**config.mk**
```make
export PLATFORM = sky130hd
export DESIGN_NAME = absorption_readout
export DESIGN_NICKNAME = d
export VERILOG_FILES = /design/src/rtl/absorption_readout_pkg.sv /design/src/rtl/absorption_readout_fifo.sv /design/src/rtl/absorption_readout.sv
export SDC_FILE = /design/constraint.sdc
export NUM_CORES = 1
export LEC_CHECK = 0
export BUFFER_PORTS_ARGS = -buffer_cell sky130_fd_sc_hd__clkbuf_2
export CAP_MARGIN = 15
export CORE_MARGIN = 2
export CORE_UTILIZATION = 50
export CTS_BUF_LIST = sky130_fd_sc_hd__clkbuf_4 sky130_fd_sc_hd__clkbuf_8
export DETAILED_ROUTE_END_ITERATION = 8
export MAX_ROUTING_LAYER = met4
export PLACE_DENSITY = 0.72
export SLEW_MARGIN = 20
export SYNTH_ARGS = -nofsm -noshare
export SYNTH_HDL_FRONTEND = slang
export SYNTH_SLANG_ARGS = --single-unit
```
**constraint.sdc**
```tcl
create_clock -name clock -period 4.3 [get_ports clock]
set_clock_uncertainty 0.1 [all_clocks]
set_input_delay 0.86 -clock clock [delete_from_list [all_inputs] [get_ports clock]]
set_output_delay 0.86 -clock clock [all_outputs]
set_load 0.1 [all_outputs]
```
**src/rtl/absorption_readout_pkg.sv**
```systemverilog
// Shared constants, readout FSM states and address packing for the absorption readout.
package absorption_readout_pkg;

    localparam int DEF_NR         = 256;
    localparam int DEF_NZ         = 256;
    localparam int DEF_NR_EXP     = 8;
    localparam int DEF_NZ_EXP     = 8;
    localparam int DEF_ADDR_WIDTH = DEF_NR_EXP + DEF_NZ_EXP;
    localparam int DEF_WORD_WIDTH = 64;
    localparam int DEF_FIFO_DEPTH = 4;

    typedef enum logic [1:0] {
        ST_IDLE,
        ST_READ,
        ST_DRAIN,
        ST_DONE
    } rd_state_t;

    // Same packing as the fluence updater: addr = (ir << NZ_EXP) + iz
    function automatic logic [31:0] pack_addr(input logic [31:0] ir, input logic [31:0] iz,
                                              input int nz_exp);
        return (ir << nz_exp) + iz;
    endfunction

endpackage

```
**src/rtl/absorption_readout_fifo.sv**
```systemverilog
// Output buffer for the readout stream: synchronous ring buffer with full/empty/count.
module readout_fifo #(
    parameter int DEPTH = 4,
    parameter int WIDTH = 80
) (
    input  logic                       clock,
    input  logic                       reset,
    input  logic                       push,
    input  logic [WIDTH-1:0]           wdata,
    input  logic                       pop,
    output logic [WIDTH-1:0]           rdata,
    output logic                       full,
    output logic                       empty,
    output logic [$clog2(DEPTH):0]     count
);
    localparam int PTR_W = $clog2(DEPTH);

    logic [WIDTH-1:0] mem [DEPTH];
    logic [PTR_W-1:0] wr_ptr, rd_ptr;
    logic             wr_en, rd_en;

    assign full  = (count == ($clog2(DEPTH)+1)'(DEPTH));
    assign empty = (count == '0);
    // A push into a full buffer is fine when the head leaves on the same edge
    assign wr_en = push && (!full || pop);
    assign rd_en = pop && !empty;
    // Head entry comes straight from the storage flops
    assign rdata = mem[rd_ptr];

    always_ff @(posedge clock) begin
        if (wr_en) mem[wr_ptr] <= wdata;
    end

    always_ff @(posedge clock) begin
        if (!reset) begin
            wr_ptr <= '0;
            rd_ptr <= '0;
            count  <= '0;
        end else begin
            if (wr_en) wr_ptr <= wr_ptr + PTR_W'(1);
            if (rd_en) rd_ptr <= rd_ptr + PTR_W'(1);
            case ({wr_en, rd_en})
                2'b10:   count <= count + 1'b1;
                2'b01:   count <= count - 1'b1;
                default: count <= count;
            endcase
        end
    end

endmodule

```
**src/rtl/absorption_readout.sv**
```systemverilog
// Sweeps the NR x NZ absorption RAM and streams each word tagged with (ir, iz).
// Optional CLEAR_ON_READ_EN: zero each location one cycle after it is read.
module absorption_readout
    import absorption_readout_pkg::*;
#(
    parameter int NR         = DEF_NR,
    parameter int NZ         = DEF_NZ,
    parameter int NR_EXP     = DEF_NR_EXP,
    parameter int NZ_EXP     = DEF_NZ_EXP,
    parameter int ADDR_WIDTH = DEF_ADDR_WIDTH,
    parameter int WORD_WIDTH = DEF_WORD_WIDTH,
    parameter int FIFO_DEPTH = DEF_FIFO_DEPTH
) (
    input  logic                  clock,
    input  logic                  reset,
    input  logic                  start,
    output logic                  busy,
    output logic                  done,
    output logic [ADDR_WIDTH-1:0] rdaddress,
    input  logic [WORD_WIDTH-1:0] q,
    output logic [ADDR_WIDTH-1:0] wraddress,
    output logic [WORD_WIDTH-1:0] data,
    output logic                  wren,
    output logic                  out_valid,
    input  logic                  out_ready,
    output logic [WORD_WIDTH-1:0] out_data,
    output logic [NR_EXP-1:0]     out_ir,
    output logic [NZ_EXP-1:0]     out_iz
);
    localparam int CNT_W  = $clog2(FIFO_DEPTH) + 1;
    localparam int ENTRY_W = WORD_WIDTH + NR_EXP + NZ_EXP;
    localparam logic [ADDR_WIDTH-1:0] LAST_ADDR = ADDR_WIDTH'(NR * NZ - 1);

    rd_state_t state, state_nxt;

    logic [ADDR_WIDTH-1:0] next_addr;
    logic [ADDR_WIDTH-1:0] tag_addr;
    // [0]: rdaddress carries a fresh read this cycle, [1]: q carries its data this cycle
    logic [1:0]            vld_pipe;
    logic                  issue, push, pop;
    logic                  fifo_full, fifo_empty;
    logic [CNT_W-1:0]      fifo_count;
    logic [CNT_W:0]        committed;
    logic [ENTRY_W-1:0]    fifo_wdata, fifo_rdata;

    assign pop  = out_valid && out_ready;
    assign push = vld_pipe[1];

    // Slots still owed after this edge: post-pop occupancy plus reads in flight
    assign committed = (CNT_W+1)'(fifo_count) - (CNT_W+1)'(pop)
                     + (CNT_W+1)'(vld_pipe[0]) + (CNT_W+1)'(vld_pipe[1]);
    assign issue = (state == ST_READ) && (committed < (CNT_W+1)'(FIFO_DEPTH))
                && (!fifo_full || pop);

    assign busy = (state != ST_IDLE);
    assign done = (state == ST_DONE);

    always_comb begin
        state_nxt = state;
        case (state)
            ST_IDLE:  if (start) state_nxt = ST_READ;
            ST_READ:  if (issue && next_addr == LAST_ADDR) state_nxt = ST_DRAIN;
            ST_DRAIN: if (committed == '0) state_nxt = ST_DONE;
            ST_DONE:  state_nxt = ST_IDLE;
            default:  state_nxt = ST_IDLE;
        endcase
    end

    always_ff @(posedge clock) begin
        if (!reset) begin
            state     <= ST_IDLE;
            rdaddress <= '0;
            next_addr <= '0;
            tag_addr  <= '0;
            vld_pipe  <= '0;
        end else begin
            state    <= state_nxt;
            vld_pipe <= {vld_pipe[0], issue};
            tag_addr <= rdaddress;
            if (state == ST_DONE) begin
                rdaddress <= '0;
                next_addr <= '0;
            end else if (issue) begin
                rdaddress <= next_addr;
                next_addr <= next_addr + ADDR_WIDTH'(1);
            end
        end
    end

    assign fifo_wdata = {tag_addr[ADDR_WIDTH-1:NZ_EXP], tag_addr[NZ_EXP-1:0], q};

    readout_fifo #(
        .DEPTH (FIFO_DEPTH),
        .WIDTH (ENTRY_W)
    ) u_fifo (
        .clock (clock),
        .reset (reset),
        .push  (push),
        .wdata (fifo_wdata),
        .pop   (pop),
        .rdata (fifo_rdata),
        .full  (fifo_full),
        .empty (fifo_empty),
        .count (fifo_count)
    );

    assign out_valid = !fifo_empty;
    assign out_data  = fifo_rdata[WORD_WIDTH-1:0];
    assign out_iz    = fifo_rdata[WORD_WIDTH +: NZ_EXP];
    assign out_ir    = fifo_rdata[WORD_WIDTH+NZ_EXP +: NR_EXP];

`ifdef CLEAR_ON_READ_EN
    // The read of A samples the RAM before this write of A lands
    always_ff @(posedge clock) begin
        if (!reset) begin
            wren      <= 1'b0;
            wraddress <= '0;
        end else begin
            wren      <= vld_pipe[0];
            wraddress <= rdaddress;
        end
    end
    assign data = '0;
`else
    assign wren      = 1'b0;
    assign wraddress = '0;
    assign data      = '0;
`endif

endmodule

```
==> flow_summary.yaml <==
critical_path:
  r2r_end: "next_addr[8]"
  arrival_ps: 4010
  endpoint_kind: "flop"
  crit_path_max_fanout: 10
  ff2ff_path_depth: 11
  reg2reg_slack_ps: 670
  worstPathRequired_ps: 4680
  worst-setup-path-type: "flop to flop"
  reg2reg_from: "u_fifo.count[2]"
  cp-start-kind: "flop"
logic_synthesis:
  synthFlopType: "edfxtp_1"
  ys_seq_area_share_pct: 73.3
  synth.avg_cell_area_um2: 19.2
  ys_ff_latch: 381
  synthCells: 770
  synth-async-reset-ratio_pct: 0
  yosysUniqueCellTypes: 43
  syn-cell-area_um2: 14800
  ys.warnings.count: 0
  synth_edf_count: 320
clock_tree:
  cts_tree: "done"
  cts_resized: 0
  cts_max_level: 2
  clock_path_buffers: 3
  post-cts-setup-buffers: 0
  cts-root-buf: "clkbuf_8"
  cts_buffers: 61
  clock-sinks: 381
  clock_latency_ps: 580
  hold_buffers: 0
  clkSlewWorstSetupHoldPaths_ps: 60
status:
  status: "finished, final reports clean"
global_route:
  grt_pass1_wl_mm: 40.4
  antenna_found_initial: 0
  grt_max_degree: 60
  grt_usage_pct: 17.5
  grt_overflow_total: 0
  grt_pass1_vias: 7428
floorplan:
  num_rows: 62
  core_area_um2: 28900
  die_h_um: 176
  io-pin-count: 248
  die-area_um2: 30900
  initial_core_util_pct: 51.2
  die_w_um: 176
power:
  cellLeakagePower_uw: 0.00608
  p_total_uw: 10100
  p_per_area_nw_per_um2: 593
  worst_ir_drop_vdd_mv: 0.428
sta:
  hold_violations: 0
  slew_headroom_pct: 54.8
  setup_violations: 0
  setup_tns_ps: 0
  whs_ps: 362
  fmax_mhz: 275
  rsz0062_at_grt: "no"
  max_slew.worst_pin.slew_ps: 679
  period_share_pct: 84.5
  slew_violations: 0
  min_period_ps: 3630
cells_and_area:
  layout-drive-gt1-share_pct: 35.9
  fillers: 2189
  antenna_cells: 0
  final_common_cell: "edfxtp_1"
  nNetsFinal: 1068
  layout_common_cells: "edfxtp_1, clkbuf_2, conb_1, mux4_2, clkbuf_8"
  area_growth_pct: 15.5
  final_util_pct: 59.1
routing:
  firstDrtPassIters: 5
  drtIter0Drc: 535
  totalWireLength_mm: 26.5
  vias: 7193
  wl_per_cell_um: 18.7
  drc: 0
  drtAntennaViolNets: 0
  routed_via_density: 5.07
worst_hold_path:
  min_from: "vld_pipe[0]"
  hp-class: "flop to flop"
  hold_depth: 1
  hold_path_end: "vld_pipe[1]"
placement:
  dp_hpwl_mm: 16.7
  gp_congestion: 0.781
  port_buffers: 166
job:
  cap_violations: 0
-- per-stage QoR --
| stage | cells | instance area (µm²) | worst slack, ps |
|---|---|---|---|
| floorplan | 850 | 15100 | 471 |
| global placement | 1304 | 15800 | 596 |
| detailed placement | 1304 | 15800 | 517 |
| CTS | 1418 | 17100 | 566 |
| global route | 1418 | 17100 | 454 |
| finish | 1418 | 17100 | 667 |
-- sequential cells by signal (all words and copies together) (netlist names), named ones only --
name,cells
vld_pipe,2
u_fifo.mem,320
rdaddress,16
u_fifo.count,3
tag_addr,16
next_addr,16
u_fifo.rd_ptr,2
u_fifo.wr_ptr,2
state,2
-- area by class of cell --
| type | instances | area [µm²] | share of cell area (%) |
|---|---|---|---|
| Sequential cell | 381 | 10800 | 63.5 |
| Multi-Input combinational cell | 342 | 3450 | 20.2 |
| Timing Repair Buffer | 181 | 1020 | 5.97 |
| Clock buffer | 76 | 965 | 5.65 |
| Tap cell | 384 | 480 | 2.82 |
| Clock inverter | 38 | 256 | 1.50 |
| Inverter | 16 | 60.1 | 0.352 |
-- critical path, stage by stage (launching register included) --
cell and delay [ps]:
dfxtp_1 370, or3_1 400, and2_1 220, ha_1 300
fa_1 180, inv_1 60, fa_1 370, xnor2_1 270
nand2_1 280, a211oi_2 590, a31oi_1 160, a41o_1 220
-- layer usage --
layer  up-vias  routed length, µm  global-route usage (%)
li1       3283                  -                       -
met1      3624              11400                    23.1
met2       248              12900                    28.1
met3        38               1740                    3.59
met4         0                444                    4.58
met5         -                  0                       -
-- how the worst max path moves through the flow --
stage / end / slack, ps / startpoint / cells after the start
2_1_floorplan: next_addr[8] / 470 / u_fifo.count[2] / 11
3_3_place_gp: next_addr[8] / 600 / out_ready / 11
3_5_place_dp: next_addr[8] / 520 / out_ready / 11
4_1_cts: out_data[51] / 570 / flop / 3
5_1_grt: next_addr[8] / 450 / u_fifo.count[2] / 11
6_report: next_addr[8] / 670 / u_fifo.count[2] / 11
-- logic make-up after synthesis --
kind of cell | share of synthesized area (%)
buffers and inverters | 5.48
xor gates and xnor gates | 0.889
adders and majority gates | 1.59
other | 0.0254
DFF | 73.3
AOI/OAI and AO/OA | 1.62
muxes | 13.6
and+or+nand+nor | 3.52
-- power breakdown --
group          internal (µW)  switching [µW]
clock network           1660            1350
logic                    617            2250
registers               4140            93.7
-- Yosys cell counts (2+ instances only) --
cell type | n | area [µm²]
xor2_1 | 2 | 17.5
clkbuf_1 | 15 | 56.3
dfxtp_1 | 61 | 1220
nor2_1 | 31 | 116
edfxtp_1 | 320 | 9610
inv_1 | 16 | 60.1
ha_1 | 14 | 175
nand2b_1 | 2 | 12.5
buf_2 | 11 | 55.1
mux2i_1 | 20 | 200
a21oi_1 | 6 | 30.0
a21o_1 | 3 | 22.5
and4_1 | 2 | 17.5
xnor2_1 | 13 | 114
buf_4 | 83 | 623
and3_1 | 3 | 18.8
and2_1 | 29 | 181
a2111oi_1 | 3 | 30.0
a2111o_1 | 2 | 22.5
a2111oi_0 | 2 | 17.5
nand3_1 | 6 | 30.0
nand3b_1 | 2 | 15.0
a31o_2 | 2 | 17.5
nand2_1 | 14 | 52.6
nor2b_1 | 2 | 12.5
o21ai_0 | 3 | 15.0
fa_1 | 3 | 60.1
mux4_2 | 80 | 1800
or3_1 | 2 | 12.5
nand4_1 | 3 | 18.8
a211oi_1 | 3 | 22.5
Note: power is estimated with default switching activity, not from simulation.
